File: src/rtl/ecc_175_enc_fault_detc_if.sv
// Write-path bus for the 175-bit SECDED encoder.
// The upstream side drives in_valid/data_in and the downstream side drives out_ready.
// The encoder takes the slave modport.
interface ecc_175_enc_fault_detc_if #(
    parameter int DATA_WIDTH   = 175,
    parameter int PARITY_WIDTH = 9
);
    logic                    in_valid;
    logic                    in_ready;
    logic [DATA_WIDTH-1:0]   data_in;
    logic                    out_valid;
    logic                    out_ready;
    logic [DATA_WIDTH-1:0]   data_out;
    logic [PARITY_WIDTH-1:0] parity_out;

    modport master (
        output in_valid, data_in, out_ready,
        input  in_ready, out_valid, data_out, parity_out
    );

    modport slave (
        input  in_valid, data_in, out_ready,
        output in_ready, out_valid, data_out, parity_out
    );
endinterface

File: src/rtl/ecc_175_enc_fault_detc.sv
// FIFO write-path SECDED encoder with a lockstep (duplicated) parity generator.
//
// Parity layout: data bits occupy Hamming code positions 1..2^(PW-1)-1 that are
// not powers of two, in ascending order. parity[PW-2:0] is the XOR of the code
// positions of all set data bits. parity[PW-1] is the overall parity of data
// and Hamming bits.
//
// Optional build macro ECC_ENC_FAULT_INJ_EN adds a fault_inj input. While it is
// high, bit 0 of the copy-1 parity is inverted before the compare. parity_out
// always comes from copy 0, so injection never changes the stored word.

module ecc_175_cal #(
    parameter int DATA_WIDTH   = 175,
    parameter int PARITY_WIDTH = 9
) (
    input  logic                    bypass,
    input  logic [DATA_WIDTH-1:0]   data_i,
    output logic [PARITY_WIDTH-1:0] parity_o
);
    logic [PARITY_WIDTH-2:0] ham;

    // Walk the code positions and fold each set data bit's position into the syndrome.
    always_comb begin
        int d;
        ham = '0;
        d   = 0;
        for (int p = 1; p < (1 << (PARITY_WIDTH-1)); p++) begin
            if (((p & (p - 1)) != 0) && (d < DATA_WIDTH)) begin
                if (data_i[d]) ham = ham ^ p[PARITY_WIDTH-2:0];
                d++;
            end
        end
    end

    // In bypass mode both parity fields are forced to zero.
    always_comb begin
        parity_o = bypass ? '0 : {(^data_i) ^ (^ham), ham};
    end
endmodule

module ecc_175_enc_fault_detc #(
    parameter int DATA_WIDTH   = 175,
    parameter int PARITY_WIDTH = 9,
    parameter int CNT_WIDTH    = 8
) (
    input  logic                 clk,
    input  logic                 rst,
    input  logic                 ecc_fault_detc_en,
    input  logic                 bypass,
    input  logic                 fault_clr,
`ifdef ECC_ENC_FAULT_INJ_EN
    input  logic                 fault_inj,
`endif
    ecc_175_enc_fault_detc_if.slave bus,
    output logic                 ecc_fault,
    output logic                 fault_sticky,
    output logic [CNT_WIDTH-1:0] fault_cnt
);
    localparam logic [CNT_WIDTH-1:0] CNT_MAX = '1;

    logic [1:0][PARITY_WIDTH-1:0] par;
    logic [PARITY_WIDTH-1:0]      par1_cmp;
    logic                         accept, mismatch, faulted;

    logic                    out_valid_q, out_valid_d;
    logic [DATA_WIDTH-1:0]   data_q;
    logic [PARITY_WIDTH-1:0] parity_q;
    logic                    fault_q;
    logic                    sticky_q, sticky_d;
    logic [CNT_WIDTH-1:0]    cnt_q, cnt_d;

    // Two identical parity generators that run in lockstep.
    for (genvar g = 0; g < 2; g++) begin : g_cal
        ecc_175_cal #(.DATA_WIDTH(DATA_WIDTH), .PARITY_WIDTH(PARITY_WIDTH)) u_cal (
            .bypass   (bypass),
            .data_i   (bus.data_in),
            .parity_o (par[g])
        );
    end

    // Compare copy 0 with copy 1, optionally corrupting copy 1 with the injector.
    always_comb begin
`ifdef ECC_ENC_FAULT_INJ_EN
        par1_cmp = par[1] ^ {{(PARITY_WIDTH-1){1'b0}}, fault_inj};
`else
        par1_cmp = par[1];
`endif
        accept   = bus.in_valid & bus.in_ready;
        mismatch = ecc_fault_detc_en & (par[0] != par1_cmp);
        faulted  = accept & mismatch;
    end

    // Next state of the output stage and the fault bookkeeping.
    always_comb begin
        out_valid_d = out_valid_q;
        if (accept)             out_valid_d = 1'b1;
        else if (bus.out_ready) out_valid_d = 1'b0;
        // When faulted and fault_clr arrive together, the fault wins.
        sticky_d = faulted | (sticky_q & ~fault_clr);
        cnt_d    = cnt_q;
        if (faulted)        cnt_d = fault_clr ? CNT_WIDTH'(1) : ((cnt_q == CNT_MAX) ? cnt_q : cnt_q + 1'b1);
        else if (fault_clr) cnt_d = '0;
    end

    // Register the output stage and the fault state.
    always_ff @(posedge clk or posedge rst) begin
        if (rst) begin
            out_valid_q <= 1'b0;
            data_q      <= '0;
            parity_q    <= '0;
            fault_q     <= 1'b0;
            sticky_q    <= 1'b0;
            cnt_q       <= '0;
        end else begin
            out_valid_q <= out_valid_d;
            sticky_q    <= sticky_d;
            cnt_q       <= cnt_d;
            if (accept) begin
                data_q   <= bus.data_in;
                parity_q <= par[0];
                fault_q  <= mismatch;
            end
        end
    end

    assign bus.in_ready   = ~out_valid_q | bus.out_ready;
    assign bus.out_valid  = out_valid_q;
    assign bus.data_out   = data_q;
    assign bus.parity_out = parity_q;
    assign ecc_fault      = fault_q & out_valid_q;
    assign fault_sticky   = sticky_q;
    assign fault_cnt      = cnt_q;
endmodule
File: src/flat_wrapper.sv
// flat-port wrapper written by rule: the top's interface ports become plain ports
module ecc_175_enc_fault_detc_flat 
#(
    parameter int DATA_WIDTH   = 175,
    parameter int PARITY_WIDTH = 9,
    parameter int CNT_WIDTH    = 8
)
  (clk, rst, ecc_fault_detc_en, bypass, fault_clr, ecc_fault, fault_sticky, fault_cnt, bus_in_valid, bus_data_in, bus_out_ready, bus_in_ready, bus_out_valid, bus_data_out, bus_parity_out);
  ecc_175_enc_fault_detc_if #(.DATA_WIDTH(DATA_WIDTH), .PARITY_WIDTH(PARITY_WIDTH)) bus_i ();
  input  logic clk;
  input  logic rst;
  input  logic ecc_fault_detc_en;
  input  logic bypass;
  input  logic fault_clr;
  output logic ecc_fault;
  output logic fault_sticky;
  output logic [CNT_WIDTH-1:0] fault_cnt;
  input wire logic [$bits(bus_i.in_valid)-1:0] bus_in_valid;
  input wire logic [$bits(bus_i.data_in)-1:0] bus_data_in;
  input wire logic [$bits(bus_i.out_ready)-1:0] bus_out_ready;
  output wire logic [$bits(bus_i.in_ready)-1:0] bus_in_ready;
  output wire logic [$bits(bus_i.out_valid)-1:0] bus_out_valid;
  output wire logic [$bits(bus_i.data_out)-1:0] bus_data_out;
  output wire logic [$bits(bus_i.parity_out)-1:0] bus_parity_out;
  assign bus_i.in_valid = bus_in_valid;
  assign bus_i.data_in = bus_data_in;
  assign bus_i.out_ready = bus_out_ready;
  assign bus_in_ready = bus_i.in_ready;
  assign bus_out_valid = bus_i.out_valid;
  assign bus_data_out = bus_i.data_out;
  assign bus_parity_out = bus_i.parity_out;
  ecc_175_enc_fault_detc #(.DATA_WIDTH(DATA_WIDTH), .PARITY_WIDTH(PARITY_WIDTH), .CNT_WIDTH(CNT_WIDTH)) u_core (.clk(clk), .rst(rst), .ecc_fault_detc_en(ecc_fault_detc_en), .bypass(bypass), .fault_clr(fault_clr), .bus(bus_i), .ecc_fault(ecc_fault), .fault_sticky(fault_sticky), .fault_cnt(fault_cnt));
endmodule
File: config.mk
export PLATFORM = sky130hd
export DESIGN_NAME = ecc_175_enc_fault_detc_flat
export DESIGN_NICKNAME = d
export VERILOG_FILES = /design/src/rtl/ecc_175_enc_fault_detc_if.sv /design/src/rtl/ecc_175_enc_fault_detc.sv /design/src/flat_wrapper.sv
export SDC_FILE = /design/constraint.sdc
export NUM_CORES = 1
export LEC_CHECK = 0
export BUFFER_PORTS_ARGS = -buffer_cell sky130_fd_sc_hd__buf_2
export CAP_MARGIN = 20
export CELL_PAD_IN_SITES_DETAIL_PLACEMENT = 2
export CELL_PAD_IN_SITES_GLOBAL_PLACEMENT = 2
export CORE_MARGIN = 4
export CORE_UTILIZATION = 33
export CTS_BUF_LIST = sky130_fd_sc_hd__clkbuf_8
export DETAILED_ROUTE_END_ITERATION = 10
export PLACE_DENSITY = 0.81
export REMOVE_ABC_BUFFERS = 1
export SYNTH_ARGS = -nofsm -noshare
export SYNTH_HDL_FRONTEND = slang
export SYNTH_SLANG_ARGS = --single-unit
File: constraint.sdc
create_clock -name clk -period 7.2 [get_ports clk]
set_input_delay 1.44 -clock clk [delete_from_list [all_inputs] [get_ports clk]]
set_output_delay 1.44 -clock clk [all_outputs]
set_load 0.02 [all_outputs]
==> impl_metrics.prom, run 1 <==
# TYPE chip_impl_metric gauge
chip_impl_metric{name="global_route.usage.met1",unit=""} 0.2501
chip_impl_metric{name="number_of_nets_in_the_layout",unit=""} 1289
chip_impl_metric{name="cellInternalPower",unit="mW"} 3.058
chip_impl_info{name="setup.worst_path.start",value="bus_data_in[158]"} 1
chip_impl_metric{name="netlist_area",unit="µm²"} 10340
chip_impl_info{name="timing.critical_path.max_delay_family",value="XOR/XNOR gates"} 1
chip_impl_metric{name="min_period",unit="ns"} 4.206
chip_impl_metric{name="post_drt_via_cell_ratio",unit=""} 4.602
chip_impl_metric{name="combinationalPowerShare",unit=""} 0.571
chip_impl_metric{name="final_max_slew_viol_count",unit=""} 0
chip_impl_info{name="status",value="completed"} 1
chip_impl_metric{name="finalSetupTns",unit="ns"} 0
chip_impl_info{name="hp-class",value="reg -> reg"} 1
chip_impl_metric{name="critical_path_required",unit="ns"} 7.58
chip_impl_metric{name="timing.fmax",unit="MHz"} 237.8
chip_impl_info{name="worst_r2r_endpoint",value="u_core.bus.parity_out[7]"} 1
chip_impl_info{name="endpoint_kind",value="flop"} 1
chip_impl_metric{name="worst_skew_pair.late_latency",unit="ns"} 0.47
chip_impl_metric{name="num_rows",unit=""} 64
chip_impl_metric{name="floorplan.core_area",unit="µm²"} 30750
chip_impl_metric{name="routedWlPerCell",unit="µm"} 23.72
chip_impl_metric{name="power.ir.vdd_worst",unit="mV"} 0.5308
chip_impl_metric{name="drt-total-wl",unit="µm"} 36130
chip_impl_metric{name="leakage",unit="nW"} 5.975
chip_impl_metric{name="ctsLongestPathBuffers",unit=""} 2
chip_impl_metric{name="io_pins",unit=""} 378
chip_impl_metric{name="cts_max_level",unit=""} 4
chip_impl_metric{name="postCtsSetupRepairBufs",unit=""} 0
chip_impl_metric{name="min_delay_path_depth",unit=""} 1
chip_impl_metric{name="grtUsageMet2",unit=""} 0.3761
chip_impl_metric{name="detailedPlace.worstSlack",unit="ns"} 2.413
chip_impl_info{name="most_used_routing_layer_in_global_routing",value="met2"} 1
chip_impl_info{name="synth_area_leaders",value="sky130_fd_sc_hd__dfrtp_1, sky130_fd_sc_hd__xnor2_1, sky130_fd_sc_hd__mux2_2"} 1
chip_impl_metric{name="routed_vias",unit=""} 7009
chip_impl_metric{name="maximum_number_of_pins_on_one_net_before_global_route_repair",unit=""} 119
chip_impl_info{name="cell_with_the_largest_stage_delay_on_the_worst_path",value="sky130_fd_sc_hd__xnor3_1"} 1
chip_impl_info{name="netlist.top_cell.by_area",value="sky130_fd_sc_hd__dfrtp_1"} 1
chip_impl_info{name="worstSetupEndpoint",value="u_core.bus.parity_out[8]"} 1
chip_impl_metric{name="pre_antenna_drt_iters",unit=""} 4
chip_impl_metric{name="tightest_slew",unit="ns"} 0.9639
chip_impl_metric{name="grt_overflow_total",unit=""} 0
chip_impl_metric{name="sequentialPowerShare",unit=""} 0.265
chip_impl_metric{name="route.antenna.remaining_nets",unit=""} 0
chip_impl_metric{name="power-per-cell-area",unit="nW/µm²"} 374.2
chip_impl_metric{name="cts_resized",unit=""} 0
chip_impl_metric{name="fin_total_pwr",unit="mW"} 4.885
chip_impl_metric{name="fin_ws",unit="ns"} 2.994
chip_impl_metric{name="crit_cells",unit=""} 10
chip_impl_metric{name="initial_core_util",unit=""} 0.3362
chip_impl_info{name="crit-reg2reg-launch",value="u_core.bus.out_valid"} 1
chip_impl_metric{name="die_h",unit="µm"} 185
chip_impl_metric{name="syn2layout_area_growth",unit="%"} 26.26
chip_impl_metric{name="drt-initial-drc-count",unit=""} 264
chip_impl_metric{name="drive_above_1_share",unit=""} 0.5188
chip_impl_info{name="critical_path.cell_chain",value="buf_2 -> xnor3_1 -> xnor2_1 -> xor2_1 -> xnor3_1 -> xor2_1 -> xnor2_1 -> xnor3_1 -> xnor3_1 -> a22o_1"} 1
chip_impl_metric{name="post-route-period-util",unit=""} 0.5841
chip_impl_metric{name="synthCells",unit=""} 739
chip_impl_metric{name="timing.reg2reg.worst_path_depth",unit=""} 5
chip_impl_metric{name="switching_pwr",unit="mW"} 1.826
chip_impl_metric{name="grt_antenna_before_repair",unit=""} 7
chip_impl_metric{name="drt_drc_violations_left",unit=""} 0
chip_impl_metric{name="area_share_of_the_leading_cell_type_in_the_synthesized_netlist",unit=""} 0.4502
chip_impl_metric{name="final_cell_count_no_fill",unit=""} 1523
chip_impl_metric{name="holdBufCountCts",unit=""} 0
chip_impl_metric{name="timing.critical_path.fanout_max",unit=""} 3
chip_impl_metric{name="critPathArrivalTime",unit="ns"} 4.58
chip_impl_metric{name="grt_pass1_wl",unit="µm"} 53320
chip_impl_info{name="start_kind",value="input pin"} 1
chip_impl_metric{name="worst_setup_hold_path_clk_slew",unit="ns"} 0.12
chip_impl_info{name="crit_top_cell",value="sky130_fd_sc_hd__xnor3_1"} 1
chip_impl_metric{name="clock_skew",unit="ns"} 0.01668
chip_impl_info{name="cts_root_buf",value="sky130_fd_sc_hd__clkbuf_8"} 1
chip_impl_metric{name="cp_slowest_stage_delay",unit="ns"} 0.50
chip_impl_metric{name="gp_congestion",unit=""} 0.7732
chip_impl_info{name="setup.worst_path.class",value="in -> reg"} 1
chip_impl_metric{name="seq_area_frac_synth",unit=""} 0.4502
chip_impl_info{name="tritoncts",value="done"} 1
chip_impl_metric{name="crit_buf_inv",unit=""} 1
chip_impl_metric{name="clkPwrFrac",unit=""} 0.164
chip_impl_metric{name="synth_cell_types",unit=""} 19
chip_impl_metric{name="place.detailed.hpwl",unit="µm"} 29360
chip_impl_metric{name="fp.dieW",unit="µm"} 185
chip_impl_metric{name="first_global_vias",unit=""} 8267
chip_impl_metric{name="clock_buffers_created_by_tritoncts",unit=""} 17
chip_impl_metric{name="swShare",unit=""} 0.3738
chip_impl_metric{name="fillerInstances",unit=""} 3244
chip_impl_metric{name="finalHoldViolCount",unit=""} 0
chip_impl_metric{name="rrSetupSlack",unit="ns"} 4.85
chip_impl_metric{name="globalRouteMet3Util",unit=""} 0.05872
chip_impl_metric{name="groute.usage.overall",unit=""} 0.2100
chip_impl_info{name="rsz0062_at_grt",value="no"} 1
chip_impl_metric{name="cts_num_sinks",unit=""} 186
chip_impl_metric{name="port-buffer-count",unit=""} 367
chip_impl_info{name="holdCritStartpoint",value="u_core.bus.data_out[35]"} 1
chip_impl_metric{name="timing.hold.ws",unit="ns"} 0.5062
chip_impl_metric{name="floorplan_die_area",unit="µm²"} 34230
chip_impl_metric{name="synth-seq-cells",unit=""} 186
chip_impl_metric{name="numPlacedInstances",unit=""} 1484
chip_impl_metric{name="ys.warnings.count",unit=""} 0
chip_impl_metric{name="report.final.setup_viol",unit=""} 0
chip_impl_metric{name="drv.max_cap_violation_count",unit=""} 0
chip_impl_metric{name="avgSynthCellArea",unit="µm²"} 13.99
chip_impl_metric{name="max_slew_margin",unit=""} 0.3574
==> per-layer routing <==
layer  share of wire  vias up
met3           0.068       22
met2            0.53      229
li1                -     3190
met5         0.00036        -
met4           0.014        2
met1            0.39     3566
==> worst min path at each step <==
stage                          endpoint  slack, ns
5_1_grt         u_core.bus.data_out[65]       0.53
3_3_place_gp   u_core.bus.parity_out[6]       0.46
4_1_cts        u_core.bus.parity_out[6]       0.51
3_5_place_dp   u_core.bus.parity_out[6]       0.48
2_1_floorplan  u_core.bus.parity_out[6]       0.59
6_report        u_core.bus.data_out[35]       0.51
==> flip-flops by register name, summed over array words and instances, names as in the netlist <==
name,flops
u_core.bus.out_valid,1
u_core.bus.parity_out,9
u_core.bus.data_out,175
u_core.fault_sticky,1
==> power groups by stage <==
stage                     clock [mW]  sequential [mW]  combinational, mW
after floorplan                    0             1.51               1.88
after global placement             0             1.30               2.66
after detailed placement           0             1.31               2.81
after CTS                      0.830             1.29               2.83
after global routing           0.876             1.31               2.94
final                          0.801             1.29               2.79
==> synth_stat cells (all sizes together) <==
library cell / count
a22o: 8
nand2: 2
conb: 1
xor2: 37
mux2: 175
clkbuf: 15
nand2b: 2
xnor3: 37
nor2b: 1
o31ai: 1
buf: 14
xor3: 2
inv: 1
nor2: 1
dfrtp: 186
xnor2: 256
==> cell families (layout without fill, tap and decap cells) <==
family / count (synthesis) / in the layout / synth area share
AO/OA/AOI/OAI: 9 / 9 / 0.007504
XOR/XNOR: 332 / 332 / 0.3343
buffers and inverters: 30 / 403 / 0.01416
flip-flops: 186 / 186 / 0.4502
multiplexers: 175 / 175 / 0.1906
other: 1 / 16 / 0.0003627
AND/OR/NAND/NOR: 6 / 6 / 0.002905
==> layout by cell type, fill, tap and decap left out, types with 3 or more instances in the layout <==
master                      count
sky130_fd_sc_hd__xnor3_1       36
sky130_fd_sc_hd__dfrtp_1      186
sky130_fd_sc_hd__a22o_1         8
sky130_fd_sc_hd__xnor2_1      255
sky130_fd_sc_hd__mux2_2       175
sky130_fd_sc_hd__diode_2        7
sky130_fd_sc_hd__inv_6          7
sky130_fd_sc_hd__buf_2        367
sky130_fd_sc_hd__conb_1         9
sky130_fd_sc_hd__bufinv_16      3
sky130_fd_sc_hd__xor2_1        37
sky130_fd_sc_hd__clkbuf_8      18
==> per-stage QoR <==
stage	cell area, µm²	utilization
finish	13050	0.4245
global placement	12610	0.4100
floorplan	10230	-
CTS	13040	0.4240
detailed placement	12610	0.4100
global route	13050	0.4244
==> cell type report <==
cell class / count / area, µm² / area share
Antenna cell: 7 / 17.52 / 0.001342
Timing Repair Buffer: 370 / 1872 / 0.1434
Multi-Input combinational cell: 531 / 5575 / 0.4271
Tap cell: 396 / 495.5 / 0.03796
Clock buffer: 18 / 247.7 / 0.01898
Inverter: 1 / 11.26 / 0.0008626
Sequential cell: 186 / 4654 / 0.3566
Clock inverter: 14 / 180.2 / 0.01380
Note: power is estimated with default switching activity, not from simulation.
==> inputs of run 2 (changes only) <==
--- a/config.mk
+++ b/config.mk
@@ -10,10 +10,10 @@
 export CELL_PAD_IN_SITES_DETAIL_PLACEMENT = 2
 export CELL_PAD_IN_SITES_GLOBAL_PLACEMENT = 2
 export CORE_MARGIN = 4
-export CORE_UTILIZATION = 33
+export CORE_UTILIZATION = 30
 export CTS_BUF_LIST = sky130_fd_sc_hd__clkbuf_8
 export DETAILED_ROUTE_END_ITERATION = 10
-export PLACE_DENSITY = 0.81
+export PLACE_DENSITY = 0.77
 export REMOVE_ABC_BUFFERS = 1
 export SYNTH_ARGS = -nofsm -noshare
 export SYNTH_HDL_FRONTEND = slang
==> constraint.sdc (replaced) <==
create_clock -name clk -period 3.5 [get_ports clk]
set_input_delay 0.7 -clock clk [delete_from_list [all_inputs] [get_ports clk]]
set_output_delay 0.7 -clock clk [all_outputs]
set_load 0.02 [all_outputs]
==> impl_metrics.prom, run 2 (synthesis results as in run 1) <==
# TYPE chip_impl_metric gauge
chip_impl_metric{name="power-per-cell-area",unit="nW/µm²"} 740.3
chip_impl_metric{name="initial_core_util",unit=""} 0.3060
chip_impl_metric{name="power.ir.vdd_worst",unit="mV"} 0.8958
chip_impl_metric{name="cellInternalPower",unit="mW"} 6.576
chip_impl_metric{name="clkPwrFrac",unit=""} 0.143
chip_impl_metric{name="fp.dieW",unit="µm"} 193.6
chip_impl_info{name="setup.worst_path.class",value="in -> reg"} 1
chip_impl_metric{name="floorplan.core_area",unit="µm²"} 33780
chip_impl_metric{name="maximum_number_of_pins_on_one_net_before_global_route_repair",unit=""} 97
chip_impl_metric{name="finalHoldViolCount",unit=""} 0
chip_impl_metric{name="report.final.setup_viol",unit=""} 0
chip_impl_metric{name="pre_antenna_drt_iters",unit=""} 4
chip_impl_metric{name="place.detailed.hpwl",unit="µm"} 30680
chip_impl_info{name="tritoncts",value="done"} 1
chip_impl_metric{name="routedWlPerCell",unit="µm"} 22.00
chip_impl_metric{name="drv.max_cap_violation_count",unit=""} 0
chip_impl_metric{name="route.antenna.remaining_nets",unit=""} 0
chip_impl_metric{name="timing.critical_path.fanout_max",unit=""} 2
chip_impl_metric{name="die_h",unit="µm"} 193.6
chip_impl_metric{name="first_global_vias",unit=""} 8708
chip_impl_info{name="mostFrequentLayoutCell",value="sky130_fd_sc_hd__buf_2"} 1
chip_impl_metric{name="swShare",unit=""} 0.3601
chip_impl_info{name="cts_root_buf",value="sky130_fd_sc_hd__clkbuf_8"} 1
chip_impl_metric{name="groute.usage.overall",unit=""} 0.1955
chip_impl_metric{name="utilization",unit=""} 0.4109
chip_impl_metric{name="floorplan_die_area",unit="µm²"} 37500
chip_impl_metric{name="grt_antenna_before_repair",unit=""} 5
chip_impl_metric{name="cts_num_sinks",unit=""} 186
chip_impl_info{name="endpoint_kind",value="flop"} 1
chip_impl_info{name="status",value="completed"} 1
chip_impl_metric{name="grt_overflow_total",unit=""} 0
chip_impl_metric{name="critPathArrivalTime",unit="ns"} 3.78
chip_impl_metric{name="finalSetupTns",unit="ns"} 0
chip_impl_info{name="rsz0062_at_grt",value="no"} 1
chip_impl_metric{name="tightest_slew",unit="ns"} 0.7553
chip_impl_info{name="hp-class",value="in -> async"} 1
chip_impl_metric{name="routed_vias",unit=""} 7403
chip_impl_info{name="final_cell_mix",value="sky130_fd_sc_hd__buf_2, sky130_fd_sc_hd__xnor2_1, sky130_fd_sc_hd__dfrtp_1, sky130_fd_sc_hd__mux2_2, sky130_fd_sc_hd__buf_4"} 1
chip_impl_metric{name="max_slew_margin",unit=""} 0.4965
chip_impl_metric{name="grt_pass1_wl",unit="µm"} 55430
chip_impl_metric{name="fillerInstances",unit=""} 3579
chip_impl_metric{name="io_pins",unit=""} 378
chip_impl_metric{name="leakage",unit="nW"} 6.453
chip_impl_metric{name="cts_resized",unit=""} 0
chip_impl_metric{name="port-buffer-count",unit=""} 367
chip_impl_metric{name="holdBufCountCts",unit=""} 0
chip_impl_metric{name="final_max_slew_viol_count",unit=""} 0
chip_impl_metric{name="worst_setup_hold_path_clk_slew",unit="ns"} 0.12
chip_impl_metric{name="number_of_nets_in_the_layout",unit=""} 1393
chip_impl_metric{name="rrSetupSlack",unit="ns"} 1.22
chip_impl_metric{name="cts_max_level",unit=""} 4
chip_impl_metric{name="post-route-period-util",unit=""} 0.9686
chip_impl_metric{name="worst_skew_pair.late_latency",unit="ns"} 0.50
chip_impl_info{name="start_kind",value="input pin"} 1
chip_impl_metric{name="clock_skew",unit="ns"} 0.01120
chip_impl_metric{name="gp_congestion",unit=""} 0.8020
chip_impl_metric{name="drt-initial-drc-count",unit=""} 168
chip_impl_metric{name="postCtsSetupRepairBufs",unit=""} 0
chip_impl_metric{name="combinationalPowerShare",unit=""} 0.599
chip_impl_metric{name="drive_above_1_share",unit=""} 0.5596
chip_impl_metric{name="largest_register_ffs",unit=""} 175
chip_impl_metric{name="switching_pwr",unit="mW"} 3.701
chip_impl_metric{name="critical_path_required",unit="ns"} 3.89
chip_impl_metric{name="num_rows",unit=""} 67
chip_impl_metric{name="syn2layout_area_growth",unit="%"} 34.27
chip_impl_metric{name="min_period",unit="ns"} 3.390
chip_impl_metric{name="clock_buffers_created_by_tritoncts",unit=""} 17
chip_impl_metric{name="sequentialPowerShare",unit=""} 0.258
chip_impl_metric{name="timing.fmax",unit="MHz"} 295.0
chip_impl_metric{name="ctsLongestPathBuffers",unit=""} 2
chip_impl_metric{name="drt-total-wl",unit="µm"} 36880
chip_impl_metric{name="post_drt_via_cell_ratio",unit=""} 4.417
chip_impl_metric{name="drt_drc_violations_left",unit=""} 0
## run 2: cell count changes in the layout (fill, tap and decap cells not counted)
cell / before / now
sky130_fd_sc_hd__inv_8: 1 / 8
sky130_fd_sc_hd__buf_4: 2 / 103
sky130_fd_sc_hd__clkinv_2: 1 / 0
sky130_fd_sc_hd__diode_2: 7 / 4
sky130_fd_sc_hd__clkinvlp_4: 2 / 6
sky130_fd_sc_hd__buf_12: 1 / 4
sky130_fd_sc_hd__bufinv_16: 3 / 0
sky130_fd_sc_hd__inv_6: 7 / 0
## run 2: through the flow
step           instance area, µm²  cells  hold WS, ns  total power, mW  setup slack (ns)
2_1_floorplan               10230    718       0.5925            6.976            -2.545
3_3_place_gp                13490   1640       0.4597            8.806           -0.2962
3_5_place_dp                13490   1640       0.4781            8.942           -0.3594
4_1_cts                     13870   1672       0.2951            10.46            0.2199
5_1_grt                     13880   1676       0.3059            10.80           0.08433
6_report                    13880   1676       0.3028            10.28            0.1100
## run 2: path summary, 6_finish.rpt
path | depth (start not counted) | start | to
max | 10 | bus_data_in[54] | u_core.bus.parity_out[8]
max reg2reg | 5 | u_core.bus.out_valid | u_core.bus.parity_out[7]
max in group asynchronous | 3 | rst | u_core.bus.data_out[122]
min | 2 | rst | u_core.bus.data_out[36]
min reg2reg | 2 | u_core.bus.parity_out[6] | u_core.bus.parity_out[6]
min in group clk | 2 | fault_clr | u_core.fault_sticky
## run 2: worst max-delay path, cell delays in order
cell                      delay (ns)
sky130_fd_sc_hd__buf_2          0.12
sky130_fd_sc_hd__xnor2_1        0.14
sky130_fd_sc_hd__xnor2_1        0.57
sky130_fd_sc_hd__xor3_1         0.48
sky130_fd_sc_hd__xnor3_1        0.36
sky130_fd_sc_hd__xnor3_1        0.37
sky130_fd_sc_hd__xnor3_1        0.38
sky130_fd_sc_hd__xnor3_1        0.22
sky130_fd_sc_hd__xnor3_1        0.21
sky130_fd_sc_hd__a22o_1         0.20
## run 2: cell type report
type	count	area [µm²]	share of cell area
multi-input combinational	531	5575	0.4016
inverter	1	11.26	0.0008112
clock buffer	18	247.7	0.01785
antenna	4	10.01	0.0007210
timing repair buffer	474	2690	0.1938
tap	448	560.5	0.04038
clock inverter	14	132.6	0.009554
sequential	186	4654	0.3353
## run 2: metal layers
layer,GRT usage,up-vias,part of all wire
met5,0,-,0
met4,0.06058,0,0.020
met3,0.04570,33,0.051
met2,0.3518,219,0.53
met1,0.2316,3742,0.40
li1,-,3409,-
## run 2: power groups by stage
stage / clock network (mW) / logic (mW) / registers (mW)
finish: 1.47 / 6.15 / 2.66
global route: 1.63 / 6.47 / 2.70
CTS: 1.54 / 6.26 / 2.66
detailed placement: 0 / 6.25 / 2.70
global placement: 0 / 6.13 / 2.67
floorplan: 0 / 3.86 / 3.11
